`config.mk`:
```
export PLATFORM = sky130hd
export DESIGN_NAME = second_layer_tnndirect_flat
export DESIGN_NICKNAME = d
export VERILOG_FILES = /design/src/rtl/second_layer_tnndirect_pkg.sv /design/src/rtl/second_layer_tnndirect_if.sv /design/src/rtl/second_layer_tnndirect_class_scorer.sv /design/src/rtl/second_layer_tnndirect.sv /design/src/flat_wrapper.sv
export SDC_FILE = /design/constraint.sdc
export NUM_CORES = 1
export LEC_CHECK = 0
export BUFFER_PORTS_ARGS = -buffer_cell sky130_fd_sc_hd__buf_4
export CORE_UTILIZATION = 25
export DETAILED_ROUTE_END_ITERATION = 7
export SYNTH_ARGS = -nofsm -noshare
export SYNTH_HDL_FRONTEND = slang
export SYNTH_SLANG_ARGS = --single-unit
```
`constraint.sdc`:
```
create_clock -name clk -period 3.7 [get_ports clk]
set_clock_uncertainty 0.05 [all_clocks]
set_input_delay 0.185 -clock clk [delete_from_list [all_inputs] [get_ports clk]]
set_output_delay 0.185 -clock clk [all_outputs]
set_load 0.05 [all_outputs]
```
`src/rtl/second_layer_tnndirect_pkg.sv`:
```
// Shared widths and FSM encoding for the ternary output layer.
package second_layer_tnndirect_pkg;

    typedef enum logic [1:0] {
        ST_IDLE,
        ST_ACCUM,
        ST_ARGMAX,
        ST_DONE
    } state_t;

    // Signed score must span -n..+n.
    function automatic int score_bits(input int n);
        return $clog2(n + 1) + 1;
    endfunction

    function automatic int clog2_min1(input int n);
        return (n <= 1) ? 1 : $clog2(n);
    endfunction

endpackage

```
`src/rtl/second_layer_tnndirect_if.sv`:
```
// Handshake and result bundle between the hidden layer and the output layer.
interface second_layer_tnndirect_if
    import second_layer_tnndirect_pkg::*;
#(
    parameter int HIDDEN_CNT = 4,
    parameter int CLASS_CNT  = 3
);
    logic                                           start;
    logic [HIDDEN_CNT-1:0]                          hidden;
    logic [CLASS_CNT*score_bits(HIDDEN_CNT)-1:0]    scores;
    logic [clog2_min1(CLASS_CNT)-1:0]               out_class;
    logic                                           done;

    modport master (output start, hidden, input scores, out_class, done);
    modport slave  (input start, hidden, output scores, out_class, done);
endinterface

```
`src/rtl/second_layer_tnndirect_class_scorer.sv`:
```
// One class accumulator: adds -1/0/+1 per streamed hidden bit.
module class_scorer_tnndirect
    import second_layer_tnndirect_pkg::*;
#(
    parameter int                    HIDDEN_CNT = 4,
    parameter logic [HIDDEN_CNT-1:0] SIGNS      = '0,
    parameter logic [HIDDEN_CNT-1:0] NZ         = '0
) (
    input  logic                                      clk,
    input  logic                                      rst,
    input  logic                                      clr,
    input  logic                                      en,
    input  logic [clog2_min1(HIDDEN_CNT)-1:0]         cnt,
    input  logic                                      hbit,
    output logic signed [score_bits(HIDDEN_CNT)-1:0]  score
);
    localparam int SB = score_bits(HIDDEN_CNT);

    logic signed [SB-1:0] delta;

    // Matching sign and hidden bit contribute +1, mismatch -1.
    assign delta = (hbit ~^ SIGNS[cnt]) ? SB'(1) : {SB{1'b1}};

    always_ff @(posedge clk or posedge rst) begin
        if (rst)
            score <= '0;
        else if (clr)
            score <= '0;
        else if (en && NZ[cnt])
            score <= score + delta;
    end
endmodule

```
`src/rtl/second_layer_tnndirect.sv`:
```
// Ternary output layer: latches the hidden vector, accumulates class scores, then argmax.
module second_layer_tnndirect
    import second_layer_tnndirect_pkg::*;
#(
    parameter int                               HIDDEN_CNT  = 4,
    parameter int                               CLASS_CNT   = 3,
    parameter logic [CLASS_CNT*HIDDEN_CNT-1:0]  SPARSE_VALS = '0,
    parameter logic [CLASS_CNT*HIDDEN_CNT-1:0]  MASK        = '0
) (
    input logic                   clk,
    input logic                   rst,
    second_layer_tnndirect_if.slave bus
);
    localparam int SB       = score_bits(HIDDEN_CNT);
    localparam int CNT_BITS = clog2_min1(HIDDEN_CNT);
    localparam int IDX_BITS = clog2_min1(CLASS_CNT);
    localparam logic [CNT_BITS-1:0] CNT_LAST = CNT_BITS'(HIDDEN_CNT - 1);
    localparam logic [IDX_BITS-1:0] IDX_LAST = IDX_BITS'(CLASS_CNT - 1);

    state_t                          state_q, state_d;
    logic [HIDDEN_CNT-1:0]           hreg;
    logic [CNT_BITS-1:0]             cnt;
    logic [IDX_BITS-1:0]             idx, best_idx;
    logic signed [SB-1:0]            best;
    logic [CLASS_CNT-1:0][SB-1:0]    score_arr;
    logic                            clr, en;

    for (genvar c = 0; c < CLASS_CNT; c++) begin : g_class
        class_scorer_tnndirect #(
            .HIDDEN_CNT (HIDDEN_CNT),
            .SIGNS      (SPARSE_VALS[c*HIDDEN_CNT +: HIDDEN_CNT]),
            .NZ         (MASK[c*HIDDEN_CNT +: HIDDEN_CNT])
        ) u_scorer (
            .clk   (clk),
            .rst   (rst),
            .clr   (clr),
            .en    (en),
            .cnt   (cnt),
            .hbit  (hreg[cnt]),
            .score (score_arr[c])
        );
    end

    always_ff @(posedge clk or posedge rst) begin
        if (rst) state_q <= ST_IDLE;
        else     state_q <= state_d;
    end

    always_comb begin
        state_d = state_q;
        clr     = 1'b0;
        en      = 1'b0;
        case (state_q)
            ST_IDLE: begin
                if (bus.start) begin
                    clr     = 1'b1;
                    state_d = ST_ACCUM;
                end
            end
            ST_ACCUM: begin
                en = 1'b1;
                if (cnt == CNT_LAST) state_d = ST_ARGMAX;
            end
            ST_ARGMAX: begin
                if (idx == IDX_LAST) state_d = ST_DONE;
            end
            default: ;
        endcase
    end

    always_ff @(posedge clk or posedge rst) begin
        if (rst) begin
            hreg     <= '0;
            cnt      <= '0;
            idx      <= '0;
            best     <= '0;
            best_idx <= '0;
        end else begin
            case (state_q)
                ST_IDLE: begin
                    if (bus.start) hreg <= bus.hidden;
                    cnt <= '0;
                    idx <= '0;
                end
                ST_ACCUM: begin
                    cnt <= cnt + 1'b1;
                    idx <= '0;
                end
                ST_ARGMAX: begin
                    // Strict > keeps the lowest index on ties.
                    if (idx == '0 || $signed(score_arr[idx]) > best) begin
                        best     <= $signed(score_arr[idx]);
                        best_idx <= idx;
                    end
                    if (idx != IDX_LAST) idx <= idx + 1'b1;
                end
                default: ;
            endcase
        end
    end

    assign bus.scores    = score_arr;
    assign bus.done      = (state_q == ST_DONE);
    assign bus.out_class = (state_q == ST_DONE) ? best_idx : '0;
endmodule

```
`src/flat_wrapper.sv`:
```
// flat-port wrapper written by rule: the top's interface ports become plain ports
module second_layer_tnndirect_flat import second_layer_tnndirect_pkg::*;
#(
    parameter int                               HIDDEN_CNT  = 4,
    parameter int                               CLASS_CNT   = 3,
    parameter logic [CLASS_CNT*HIDDEN_CNT-1:0]  SPARSE_VALS = '0,
    parameter logic [CLASS_CNT*HIDDEN_CNT-1:0]  MASK        = '0
)
  (clk, rst, bus_start, bus_hidden, bus_scores, bus_out_class, bus_done);
  second_layer_tnndirect_if #(.HIDDEN_CNT(HIDDEN_CNT), .CLASS_CNT(CLASS_CNT)) bus_i ();
  input logic clk;
  input logic rst;
  input wire logic [$bits(bus_i.start)-1:0] bus_start;
  input wire logic [$bits(bus_i.hidden)-1:0] bus_hidden;
  output wire logic [$bits(bus_i.scores)-1:0] bus_scores;
  output wire logic [$bits(bus_i.out_class)-1:0] bus_out_class;
  output wire logic [$bits(bus_i.done)-1:0] bus_done;
  assign bus_i.start = bus_start;
  assign bus_i.hidden = bus_hidden;
  assign bus_scores = bus_i.scores;
  assign bus_out_class = bus_i.out_class;
  assign bus_done = bus_i.done;
  second_layer_tnndirect #(.HIDDEN_CNT(HIDDEN_CNT), .CLASS_CNT(CLASS_CNT), .SPARSE_VALS(SPARSE_VALS), .MASK(MASK)) u_core (.clk(clk), .rst(rst), .bus(bus_i));
endmodule
```
==> results_dict.tcl <==
set metrics [dict create \
    status "completed" \
    ys_types 25 \
    cp.arrival_ns 2.60 \
    leakagePower_nw 0.741 \
    worstHoldPathType "in -> async" \
    routed_wl_mm 2.19 \
    layout-drive-gt1-share 0.232 \
    seq_area_frac_synth 0.494 \
    cts_made_buffers 3 \
    cts_sinks 24 \
    port_buffers 17 \
    max-slew-margin-rel 0.412 \
    max_cap_violations 0 \
    postSynthAreaPerCell_um2 11.4 \
    finalHoldViolCount 0 \
    power.density_mw_per_mm2 311 \
    coreArea_mm2 0.00450 \
    design.die.area_mm2 0.00514 \
    total_power_uw 450 \
    reg2reg_slack_ns 1.20 \
    clock_path_buffers 2 \
    period_needed_ns 2.50 \
    ir_drop_uv 186 \
    synth.top_cell.area_share 0.494 \
    drc 0 \
    path_clk_slew_ns 0.09 \
    cp.required_ns 3.80 \
    synth.area.top_cells "dfrtp_1 49%, ha_1 12%, and2_1 7.2%" \
    drt_iter0_drc 4 \
    end_kind "flip-flop" \
    slowest_delay_ns 0.61 \
    synth.cell_area_mm2 0.00121 \
    dr.pass1.iters 4 \
    std_cell_rows 24 \
    insertion_delay_ns 0.27 \
    setup_violations 0 \
    nNetsFinal 145 \
    holdBufCountCts 0 \
    ys_seq_elements 24 \
    via_per_inst 4.58 \
    grt_pass1_wl_mm 3.79 \
    crit_start "u_core.idx[1]" \
    cts_tree "built" \
    cp_cell_sequence "mux2i_1, o22ai_1, ha_1, nand4_1, a21oi_1, a211oi_4, mux2_2" \
    grt_max_degree 25 \
    min_period_over_period 0.676 \
    antenna_found_initial 0 \
    place.gp.congestion 0.740 \
    postCtsSetupBuffers 0 \
    vias 811 \
    overflow 0 \
    grt_setup_unrepaired "no" \
    n_antenna_cell 0 \
    critical_path.max_fanout 9 \
    synth_top_area_cell "dfrtp_1" \
    final_common_cell "dfrtp_1" \
    cts-root-buf "clkbuf_8" \
    final_cell_mix "24 x dfrtp_1, 17 x buf_4, 14 x and2_1" \
    area_delta_synth_final_pct 19.1 \
    final.setup.tns_ns 0 \
    fillers 465 \
    cts_resized 0 \
    worst_pin_slew_ns 0.880 \
    reg2reg_from "u_core.idx[1]" \
    cp_num_buf_inv 0 \
    ant_nets 0 \
    synth_fp_nets 126 \
    ioPinCount 22 \
    start_kind "flip-flop" \
    start_util 0.270 \
    syn_inst 107 \
    grt_pass1_vias 852 \
    grt_usage 0.0948 \
    die_w_um 71.7 \
    final_cells 177 \
    dp_cells 173 \
    crit_slowest_cell "dfrtp_1" \
    wl_per_cell_um 12.4 \
    utilization 0.321 \
    worst_path_dominant_cell_family "multiplexers" \
    critical_path_class "reg -> reg" \
    timing.fmax_mhz 400 \
    die_h_um 71.7 \
    ys_warn_count 0 \
    final-max-slew-violation-count 0 \
    hpwl_mm 1.57 \
    cts_max_level 1 \
]
-- metal layers --
layer / wire length, um / GRT usage / vias up / part of all wire
met3: 50 / 0.0169 / 5 / 0.023
li1: - / - / 390 / -
met1: 1010 / 0.115 / 398 / 0.46
met5: 0 / 0 / - / 0
met4: 48 / 0.0566 / 0 / 0.022
met2: 1080 / 0.157 / 18 / 0.49
-- metrics by stage --
stage	setup WS [ns]	hold slack [ns]	cell area (um2)
3_5_place_dp	1.24	0.391	1390
6_report	1.20	0.0432	1450
3_3_place_gp	1.23	0.362	1390
4_1_cts	1.22	0.0910	1450
5_1_grt	1.02	0.135	1450
2_1_floorplan	1.43	0.150	1210
-- registers in the layout, indices dropped and copies added, names as in the netlist --
register                       count
u_core.cnt                         2
u_core.best                        4
u_core.idx                         2
u_core.g_class.u_scorer.score     12
u_core.state_q                     2
u_core.best_idx                    2
-- final cells by class --
cell class                 count  area (um2)  area share
inverter                      11        41.3      0.0285
timing repair buffer          17         128      0.0882
sequential                    24         601       0.415
tap                           52        65.1      0.0450
clock buffer                   4        55.1      0.0381
multi-input combinational     69         557       0.385
-- final timing paths --
| path | cells past startpoint | to |
|---|---|---|
| setup / recovery | 7 | u_core.best[1] |
| min in group clk | 5 | u_core.state_q[1] |
| hold / removal | 2 | u_core.state_q[1] |
| max in group asynchronous | 2 | u_core.idx[0] |
| hold reg to reg | 1 | u_core.best_idx[0] |
| setup reg to reg | 7 | u_core.best[1] |
-- power by group --
| group | switching [mW] | internal [mW] |
|---|---|---|
| registers | 0 | 0.262 |
| logic | 0.00527 | 0.00140 |
| clock network | 0.0862 | 0.0951 |
| total | 0.0915 | 0.359 |
-- synthesized netlist by cell type, drive strengths merged --
| master | count |
|---|---|
| o21ai | 5 |
| mux2i | 5 |
| a211oi | 1 |
| inv | 11 |
| nor2 | 4 |
| clkbuf | 1 |
| nor2b | 4 |
| o22ai | 1 |
| and2 | 14 |
| nand2 | 6 |
| buf | 2 |
| ha | 12 |
| nand4 | 1 |
| nand2b | 1 |
| a21oi | 5 |
| a2111oi | 1 |
| mux2 | 6 |
| a22o | 1 |
| nor4b | 1 |
| nor3 | 1 |
| dfrtp | 24 |
-- kinds of logic after synthesis --
family / synth area share
buffers and inverters: 0.0474
and+or+nand+nor: 0.152
DFF: 0.494
AOI/OAI and AO/OA: 0.0855
adders and majority gates: 0.124
muxes: 0.0968
Power figures use the tool's default switching activity.
